$ cat src/rtl/heading_sample_scheduler_pkg.sv
// Shared types and constants for the heading sample scheduler.
package heading_sample_scheduler_pkg;

    localparam int HDG_W   = 9;
    localparam int DEG_360 = 360;
    localparam int DEG_180 = 180;

    typedef enum logic [2:0] {
        ST_IDLE,
        ST_PERIOD,
        ST_REQ,
        ST_WAIT,
        ST_FILTER
    } state_t;

endpackage

$ cat src/rtl/heading_sample_scheduler_wrap_filter.sv
// Wrap-aware exponential smoothing step: moves prev_hdg toward sample_hdg
// along the shorter arc by round(delta / 2^SHIFT), result kept in 0..359.
module heading_wrap_filter
    import heading_sample_scheduler_pkg::*;
#(
    parameter int SHIFT = 2
) (
    input  logic [HDG_W-1:0] prev_hdg,
    input  logic [HDG_W-1:0] sample_hdg,
    output logic [HDG_W-1:0] next_hdg
);

    // 11 bits signed covers -359..+539 for every intermediate value
    localparam logic signed [10:0] D360  = 11'(DEG_360);
    localparam logic signed [10:0] D180  = 11'(DEG_180);
    // half of 2^SHIFT for round-half-up; evaluates to 0 when SHIFT is 0
    localparam logic signed [10:0] ROUND = 11'((2 ** SHIFT) / 2);
    localparam logic signed [10:0] ZERO  = 11'sd0;

    logic signed [10:0] delta_raw;
    logic signed [10:0] delta;
    logic signed [10:0] step;
    logic signed [10:0] sum;
    logic signed [10:0] wrapped;

    // shortest-arc delta (-179..180), rounded shift, then re-wrap into 0..359
    always_comb begin
        delta_raw = $signed({2'b00, sample_hdg}) - $signed({2'b00, prev_hdg});
        delta     = delta_raw;
        if (delta_raw > D180)
            delta = delta_raw - D360;
        else if (delta_raw <= -D180)
            delta = delta_raw + D360;
        step    = (delta + ROUND) >>> SHIFT;
        sum     = $signed({2'b00, prev_hdg}) + step;
        wrapped = sum;
        if (sum < ZERO)
            wrapped = sum + D360;
        else if (sum >= D360)
            wrapped = sum - D360;
        next_hdg = wrapped[HDG_W-1:0];
    end

endmodule

$ cat src/rtl/heading_sample_scheduler.sv
// Periodic heading sampler: requests a measurement, waits with timeout,
// rejects tilted or out-of-range samples and smooths accepted headings.
module heading_sample_scheduler
    import heading_sample_scheduler_pkg::*;
#(
    parameter int PERIOD_CYCLES  = 400000,
    parameter int TIMEOUT_CYCLES = 100000,
    parameter int SHIFT          = 2,
    parameter int TILT_MAX       = 30
) (
    input  logic             clk,
    input  logic             reset,
    input  logic             enable,
    input  logic             clear_err,
    output logic             sample_req,
    input  logic [HDG_W-1:0] hdg_in,
    input  logic [8:0]       pitch_in,
    input  logic [8:0]       roll_in,
    input  logic             hdg_valid,
    output logic [HDG_W-1:0] heading_out,
    output logic             heading_valid,
    output logic             tilt_reject,
    output logic             timeout_err,
    output logic [7:0]       miss_count
);

    // one counter serves both the period wait and the response timeout
    localparam int CNT_MAX = (PERIOD_CYCLES > TIMEOUT_CYCLES) ? PERIOD_CYCLES : TIMEOUT_CYCLES;
    localparam int CNT_W   = $clog2(CNT_MAX);
    localparam logic [CNT_W-1:0] P_LAST = CNT_W'(PERIOD_CYCLES - 1);
    localparam logic [CNT_W-1:0] T_LAST = CNT_W'(TIMEOUT_CYCLES - 1);
    localparam logic signed [9:0] TLIM  = 10'(TILT_MAX);
    localparam logic signed [9:0] NTLIM = -TLIM;

    state_t             state, state_n;
    logic [CNT_W-1:0]   cnt;
    logic [HDG_W-1:0]   sample_q;
    logic [HDG_W-1:0]   filt_next;
    logic               primed;
    logic               cnt_clr, cnt_inc;
    logic               capture, reject, timeout, update;
    logic signed [9:0]  pitch_s, roll_s;
    logic               bad_sample;

    assign pitch_s    = $signed({pitch_in[8], pitch_in});
    assign roll_s     = $signed({roll_in[8], roll_in});
    assign bad_sample = (pitch_s > TLIM) || (pitch_s < NTLIM) ||
                        (roll_s  > TLIM) || (roll_s  < NTLIM) ||
                        (hdg_in >= HDG_W'(DEG_360));

    heading_wrap_filter #(.SHIFT(SHIFT)) u_filter (
        .prev_hdg   (heading_out),
        .sample_hdg (sample_q),
        .next_hdg   (filt_next)
    );

    // state register
    always_ff @(posedge clk) begin
        if (reset)
            state <= ST_IDLE;
        else
            state <= state_n;
    end

    // next-state and per-cycle control strobes
    always_comb begin
        state_n    = state;
        sample_req = (state == ST_REQ);
        cnt_clr    = 1'b0;
        cnt_inc    = 1'b0;
        capture    = 1'b0;
        reject     = 1'b0;
        timeout    = 1'b0;
        update     = 1'b0;
        if (state != ST_IDLE && !enable) begin
            state_n = ST_IDLE;
        end else begin
            case (state)
                ST_IDLE: begin
                    if (enable) begin
                        state_n = ST_PERIOD;
                        cnt_clr = 1'b1;
                    end
                end
                ST_PERIOD: begin
                    if (cnt == P_LAST)
                        state_n = ST_REQ;
                    else
                        cnt_inc = 1'b1;
                end
                ST_REQ: begin
                    state_n = ST_WAIT;
                    cnt_clr = 1'b1;
                end
                ST_WAIT: begin
                    // a response on the timeout cycle still counts
                    if (hdg_valid) begin
                        if (bad_sample) begin
                            reject  = 1'b1;
                            state_n = ST_PERIOD;
                            cnt_clr = 1'b1;
                        end else begin
                            capture = 1'b1;
                            state_n = ST_FILTER;
                        end
                    end else if (cnt == T_LAST) begin
                        timeout = 1'b1;
                        state_n = ST_PERIOD;
                        cnt_clr = 1'b1;
                    end else begin
                        cnt_inc = 1'b1;
                    end
                end
                ST_FILTER: begin
                    update  = 1'b1;
                    state_n = ST_PERIOD;
                    cnt_clr = 1'b1;
                end
                default: state_n = ST_IDLE;
            endcase
        end
    end

    // counters, sample capture, filtered heading and status outputs
    always_ff @(posedge clk) begin
        if (reset) begin
            cnt           <= '0;
            sample_q      <= '0;
            primed        <= 1'b0;
            heading_out   <= '0;
            heading_valid <= 1'b0;
            tilt_reject   <= 1'b0;
            timeout_err   <= 1'b0;
            miss_count    <= '0;
        end else begin
            if (cnt_clr)
                cnt <= '0;
            else if (cnt_inc)
                cnt <= cnt + CNT_W'(1);
            if (capture)
                sample_q <= hdg_in;
            if (update)
                heading_out <= primed ? filt_next : sample_q;
            // dropping enable forgets filter history so the next sample loads directly
            if (!enable)
                primed <= 1'b0;
            else if (update)
                primed <= 1'b1;
            heading_valid <= update;
            tilt_reject   <= reject;
            if (timeout)
                timeout_err <= 1'b1;
            else if (clear_err)
                timeout_err <= 1'b0;
            if ((timeout || reject) && miss_count != 8'hFF)
                miss_count <= miss_count + 8'd1;
        end
    end

endmodule

$ cat config.mk
export PLATFORM = sky130hd
export DESIGN_NAME = heading_sample_scheduler
export DESIGN_NICKNAME = d
export VERILOG_FILES = /design/src/rtl/heading_sample_scheduler_pkg.sv /design/src/rtl/heading_sample_scheduler_wrap_filter.sv /design/src/rtl/heading_sample_scheduler.sv
export SDC_FILE = /design/constraint.sdc
export NUM_CORES = 1
export LEC_CHECK = 0
export CAP_MARGIN = 5
export CORE_MARGIN = 3
export CORE_UTILIZATION = 25
export CTS_CLUSTER_SIZE = 28
export DETAILED_ROUTE_END_ITERATION = 12
export PLACE_DENSITY = 0.51
export SYNTH_ARGS = -nofsm -noshare
export SYNTH_HDL_FRONTEND = slang
export SYNTH_SLANG_ARGS = --single-unit
$ cat constraint.sdc
create_clock -name clk -period 8.6 [get_ports clk]
set_input_delay 2.58 -clock clk [delete_from_list [all_inputs] [get_ports clk]]
set_output_delay 2.58 -clock clk [all_outputs]
set_load 0.01 [all_outputs]
======== Word-level counts from Yosys, hierarchy flattened ========
Index checks and enable logic that the tools add are counted.
word-level totals
  register bits after elaboration ......... 52
  bits of input ports ..................... 32
  output and inout bits ................... 21
  logic and storage cells ................. 90
cells by class
  add/sub/neg operators ................... 9
  $lt $le $gt $ge ......................... 9
  equality and inequality tests ........... 10
  muxes and demuxes ....................... 36
  bitwise logic cells ..................... 1
  reduce and logical (&&, ||, !) cells .... 16
operators with widths
  kind                                                                                    count
  9-bit two-way mux                                                                       3
  1-bit two-way mux                                                                       23
  11-bit two-way mux                                                                      2
  19-bit by 1-bit adder with 19-bit output (second input constant)                        1
  19-bit by 17-bit equality test with 1-bit output (second input constant)                1
  19-bit equality test (second input constant)                                            1
  9-bit by 6-bit > comparator with 1-bit output (second input constant)                   2
  9-bit by 6-bit less-than comparator with 1-bit output (second input constant)           2
  3-bit two-way mux                                                                       5
  3-bit one-hot mux with 5 select lines                                                   1
  10-bit by 9-bit adder with 11-bit output                                                1
  11-bit by 10-bit adder with 11-bit output (second input constant)                       1
  11-bit by 3-bit adder with 11-bit output (second input constant)                        1
  11-bit by 10-bit greater-or-equal comparator with 1-bit output (second input constant)  1
  11-bit by 9-bit > comparator with 1-bit output (second input constant)                  1
  11-bit by 9-bit less-or-equal comparator with 1-bit output (second input constant)      1
  11-bit by 1-bit less-than comparator with 1-bit output (second input constant)          1
  11-bit by 10-bit subtractor with 11-bit output (second input constant)                  1
  9-bit by 9-bit subtractor with 10-bit output                                            1
  9-bit adder (second input constant)                                                     1
  9-bit greater-or-equal comparator (second input constant)                               1
  9-bit subtractor (second input constant)                                                1
  8-bit by 1-bit adder with 8-bit output (second input constant)                          1
  8-bit inequality test (second input constant)                                           1
  16 further kinds                                                                        26

======== Longest topological paths before layout ========
  depth in word-level cells ............... 11
  mapped depth ............................ 31
  gate-level depth less buffers ........... 30

======== Cells and area by module ========
Synthesis repeated with hierarchy kept, for this count alone.
unflattened totals
  cell total of the unflattened synthesis .. 563
  area, all modules ....................... 4531.8 sq um
by module, submodules not included
  module                    instances  cells each  area an instance (sq um)  sequential area each (sq um)
  heading_sample_scheduler  1          292         2661.3                    1041.0
  heading_wrap_filter       1          271         1870.5                    0.0

======== Worst setup path after synthesis ========
OpenSTA, ideal clock, no wires.
  kind .................................... reg2reg
  start point ............................. reg heading_out[0]
  end point ............................... reg heading_out[7]
  arrival ................................. 6.246 ns
  path slack .............................. 2.284 ns
  cell stages (with the launch flop) ...... 30
  buffers on the path ..................... 1
  clock period less this slack ............ 6.316 ns
  cell sequence ........................... dfxtp_1 -> ha_1 -> inv_1 -> fa_1 -> a21o_1 -> a21oi_1 -> xnor2_1 -> inv_1 -> ha_1 -> and3b_1 -> a311oi_2 -> a311oi_2 -> o32a_1 -> xnor2_1 -> nand3_1 -> xnor2_1 -> ha_1 -> a21boi_0 -> o21a_1 -> nor2_1 -> o21ai_0 -> a21o_1 -> buf_1 -> mux2_2 -> a31oi_1 -> mux2i_1 -> o311a_1 -> nand3_1 -> or3b_1 -> a21oi_1
between the ends
  word-level cells in the longest chain between the ends .. 10
  elaborated cells between the ends (all ways) .. 16
RTL lines
  what                                                                                                                            line                                                                                    RTL
  start: declaration                                                                                                              heading_sample_scheduler.sv:20                                                          output logic [HDG_W-1:0] heading_out,
  start signal: assignment                                                                                                        heading_sample_scheduler.sv:143                                                         heading_out <= primed ? filt_next : sample_q;
  9-bit by 9-bit subtractor with 10-bit output                                                                                    heading_sample_scheduler_wrap_filter.sv:28                                              delta_raw = $signed({2'b00, sample_hdg}) - $signed({2'b00, prev_hdg});
  11-bit by 10-bit adder with 11-bit output / 11-bit by 9-bit less-or-equal comparator with 1-bit output (equally long branches)  heading_sample_scheduler_wrap_filter.sv:33, heading_sample_scheduler_wrap_filter.sv:32
  11-bit two-way mux                                                                                                              heading_sample_scheduler_wrap_filter.sv:32                                              else if (delta_raw <= -D180)
  11-bit two-way mux                                                                                                              heading_sample_scheduler_wrap_filter.sv:30                                              if (delta_raw > D180)
  11-bit by 3-bit adder with 11-bit output                                                                                        heading_sample_scheduler_wrap_filter.sv:34                                              step = (delta + ROUND) >>> SHIFT;
  10-bit by 9-bit adder with 11-bit output *                                                                                      heading_sample_scheduler_wrap_filter.sv:35                                              sum = $signed({2'b00, prev_hdg}) + step;
  9-bit subtractor / 11-bit by 10-bit greater-or-equal comparator with 1-bit output (equally long branches)                       heading_sample_scheduler_wrap_filter.sv:40, heading_sample_scheduler_wrap_filter.sv:39
  9-bit two-way mux                                                                                                               heading_sample_scheduler_wrap_filter.sv:39                                              else if (sum >= D360)
  9-bit two-way mux *                                                                                                             heading_sample_scheduler_wrap_filter.sv:37                                              if (sum < ZERO)
  9-bit two-way mux *                                                                                                             heading_sample_scheduler.sv:143
Mark *: on every way between the ends. The rest lies on a longest branch, timed or not.
A chain may end at the register's enable or synchronous reset.

======== Final worst setup path ========
Same ends and word-level chain as after synthesis.

==> flow_metrics.tcl <==
set metrics [dict create \
    numCtsBuffers 5 \
    ff2ff_setup_slack_ps 1180 \
    critical_path.startpoint_type "flop" \
    ant_nets 0 \
    period_share 0.862 \
    finClkSkew_ps 8.77 \
    cts-root-buf "clkbuf_16" \
    p_clk_frac 0.432 \
    status "complete, no violations" \
    cts_tree "yes" \
    area_growth_pct 20.3 \
    io_buffers 52 \
    grt_pass1_wl_mm 20.5 \
    yosys.cell_types.count 76 \
    finalSetupTns_ps 0 \
    cp_max_fo 7 \
    power.density_nw_per_um2 90.0 \
    wl_mm 12.4 \
    p_int_mw 0.372 \
    maxCapViolations 0 \
    hold_path_class "reg2reg" \
    grt_pass1_vias 4036 \
    max-vdd-ir-drop_v 0.0000595 \
    holdWs_ps 469 \
    p_total_mw 0.471 \
    r2r_end "heading_out[7]$_SDFFE_PP0P_" \
    worstMarginPinSlew_ps 973 \
    synthMuxAreaShare 0.0581 \
    clockBufferDepth 2 \
    drt_pass1_iterations 5 \
    cts_htree_levels 2 \
    antennaDiodeCount 0 \
    leakagePower_nw 1.95 \
    die_h_um 138 \
    drt-initial-drc-count 318 \
    wire_per_inst_um 15.2 \
    synth_top_family_by_area "simple AND/OR/NAND/NOR gates" \
    p_switching_mw 0.0984 \
    io_pins 53 \
    rows 47 \
    core_area_um2 16800 \
    grt_usage 0.134 \
    rsz0062_at_grt "no" \
    synth_area_per_cell_um2 7.93 \
    ctsResizeCount 0 \
    seqPwrFrac 0.513 \
    grt_antenna_before_repair 0 \
    period_minus_slack_ps 7420 \
    fin_nets 655 \
    final_util 0.311 \
    r2r_start "heading_out[0]$_SDFFE_PP0P_" \
    cts.sinks 52 \
    syn_inst 548 \
    switching_share 0.209 \
    placed_cell_area_um2 5080 \
    vias 4248 \
    synth_nets 611 \
    grt_max_degree 32 \
    critPathRequiredTime_ps 8820 \
    netlist_area_um2 4350 \
    synthSimpleGateAreaFrac 0.279 \
    ys.flop_type "dfxtp_1" \
    fmax_mhz 135 \
    synth_seq_area_share 0.239 \
    critPathKind "reg2reg" \
    ys_seq_elements 52 \
    die_w_um 138 \
    synthAdderAreaFrac 0.0927 \
    ys_warn_count 0 \
    post_cts_buffers 0 \
    initial_core_util 0.259 \
    viasPerCell 5.23 \
    clock_latency_ps 290 \
    path_clk_slew_ps 70 \
    cp_common_cell "ha_1" \
    slew_violations 0 \
    synth_top_area_frac 0.239 \
    endpoint_kind "flop" \
    worst_path_largest_cell_delay_ps 550 \
    yosys.area.top_type "dfxtp_1" \
    synth_compound_gate_area_share 0.212 \
    fill_cells 1858 \
    gp_congestion 0.932 \
    hpwl_mm 9.82 \
    combPwrFrac 0.055 \
    overflow 0 \
    hold_start "timeout_err$_SDFFE_PP0P_" \
    drc 0 \
    cpMaxStageDelayCell "xnor2_1" \
    holdPathStages 2 \
    relSlewSlack 0.349 \
    die_area_um2 19000 \
    whs_endpoint "timeout_err$_SDFFE_PP0P_" \
    async_reset_ff_frac 0 \
    reg2reg_depth 29 \
    synthXorXnorAreaFrac 0.0803 \
    hold_viol 0 \
    drive_gt1_frac 0.0523 \
    cp.arrival_ps 7640 \
    finalSetupViolations 0 \
    synth_edf_count 0 \
    final_cell_area_um2 5230 \
    synth_area_leaders "dfxtp_1 24%, ha_1 8.3%, nor2_1 5.5%" \
    postCtsHoldBufs 0 \
]
## per-layer routing
layer / up-vias / global-route usage / share of wire
met4: 0 / 0.0318 / 0.011
li1: 2097 / - / -
met3: 12 / 0.0196 / 0.042
met2: 110 / 0.224 / 0.48
met5: - / 0 / 0
met1: 2029 / 0.183 / 0.46
## Yosys cell counts, types with 10 or more instances
cell	number
a21oi_1	28
and3_1	11
clkbuf_1	10
dfxtp_1	52
ha_1	29
inv_1	23
mux2i_1	20
nand2_1	49
nand3_1	24
nand4_1	16
nor2_1	64
nor3_1	14
o21ai_0	24
or3_1	12
xnor2_1	19
xor2_1	19
## stage by stage
| step | setup slack (ps) | std cells |
|---|---|---|
| 2_1_floorplan | 2280 | 548 |
| 3_3_place_gp | 1430 | 805 |
| 3_5_place_dp | 1290 | 805 |
| 4_1_cts | 1240 | 813 |
| 5_1_grt | 728 | 813 |
| 6_report | 1180 | 813 |
## cell type report
type,instances,area (um2),share of cell area
clock buffers,7,143,0.0273
clock inverters,1,7.51,0.00144
repair buffers,54,536,0.102
multi-input cells,455,3140,0.600
inverters,24,90.1,0.0172
well taps,220,275,0.0526
flip-flops and latches,52,1040,0.199
## worst max path at each step
stage | end | cells after the start | startpoint
6_report | heading_out[7]$_SDFFE_PP0P_ | 29 | heading_out[0]$_SDFFE_PP0P_
5_1_grt | heading_out[7]$_SDFFE_PP0P_ | 29 | heading_out[0]$_SDFFE_PP0P_
4_1_cts | heading_out[7]$_SDFFE_PP0P_ | 29 | heading_out[0]$_SDFFE_PP0P_
3_5_place_dp | heading_out[7]$_SDFFE_PP0P_ | 29 | heading_out[0]$_SDFFE_PP0P_
3_3_place_gp | heading_out[7]$_SDFFE_PP0P_ | 29 | heading_out[0]$_SDFFE_PP0P_
2_1_floorplan | heading_out[7]$_SDFFE_PP0P_ | 29 | heading_out[0]$_SDFFE_PP0P_
## sequential cells by signal (all words and copies together) (netlist names)
register / flops
miss_count: 8
state: 3
heading_out: 9
tilt_reject: 1
sample_q: 9
cnt: 19
primed: 1
heading_valid: 1
timeout_err: 1
## power groups by stage
stage	sequential [mW]	combinational, mW	clock [mW]
2_1_floorplan	0.247	0.00738	0
3_3_place_gp	0.247	0.0257	0
3_5_place_dp	0.247	0.0263	0
4_1_cts	0.241	0.0262	0.213
5_1_grt	0.242	0.0285	0.222
6_report	0.242	0.0259	0.203
## critical path, delay by kind of cell (launching register included)
kind / cells / cell delay [ps]
compound gates: 9 / 1960
fa+ha+maj: 5 / 1440
buf+inv: 3 / 480
mux: 2 / 380
flops: 1 / 380
simple gates: 7 / 1570
xor+xnor: 3 / 1100
## cells by family after synthesis
group | Yosys count
and+or+nand+nor | 238
DFF | 52
buffers and inverters | 41
muxes | 23
adders and majority gates | 31
xor gates and xnor gates | 39
AOI/OAI and AO/OA | 124
## layout by cell type (no fill, tap or decap), types with 3 or more instances in the layout
master           count
a21oi_2              3
nand4b_1             4
mux2i_1             20
o31ai_1              3
nor3b_1              3
nor4b_1              3
dfxtp_1             52
xnor2_1             19
or3_1               12
nor4_1               5
o311a_1              4
o211ai_1             4
a31oi_1              8
or3b_1               4
a21o_1               8
nor3_1              14
nor2_1              64
ha_1                29
a21oi_1             28
and2_1               4
a221oi_1             3
nand2b_1             9
clkdlybuf4s50_1     52
nand4_1             16
nand3_1             24
o21ai_0             24
and3_1              11
a211oi_1             3
clkbuf_16            5
a311oi_2             3
xor2_1              19
nor2b_1              4
inv_1               23
nand2_1             49
Note: power is estimated with default switching activity, not from simulation.
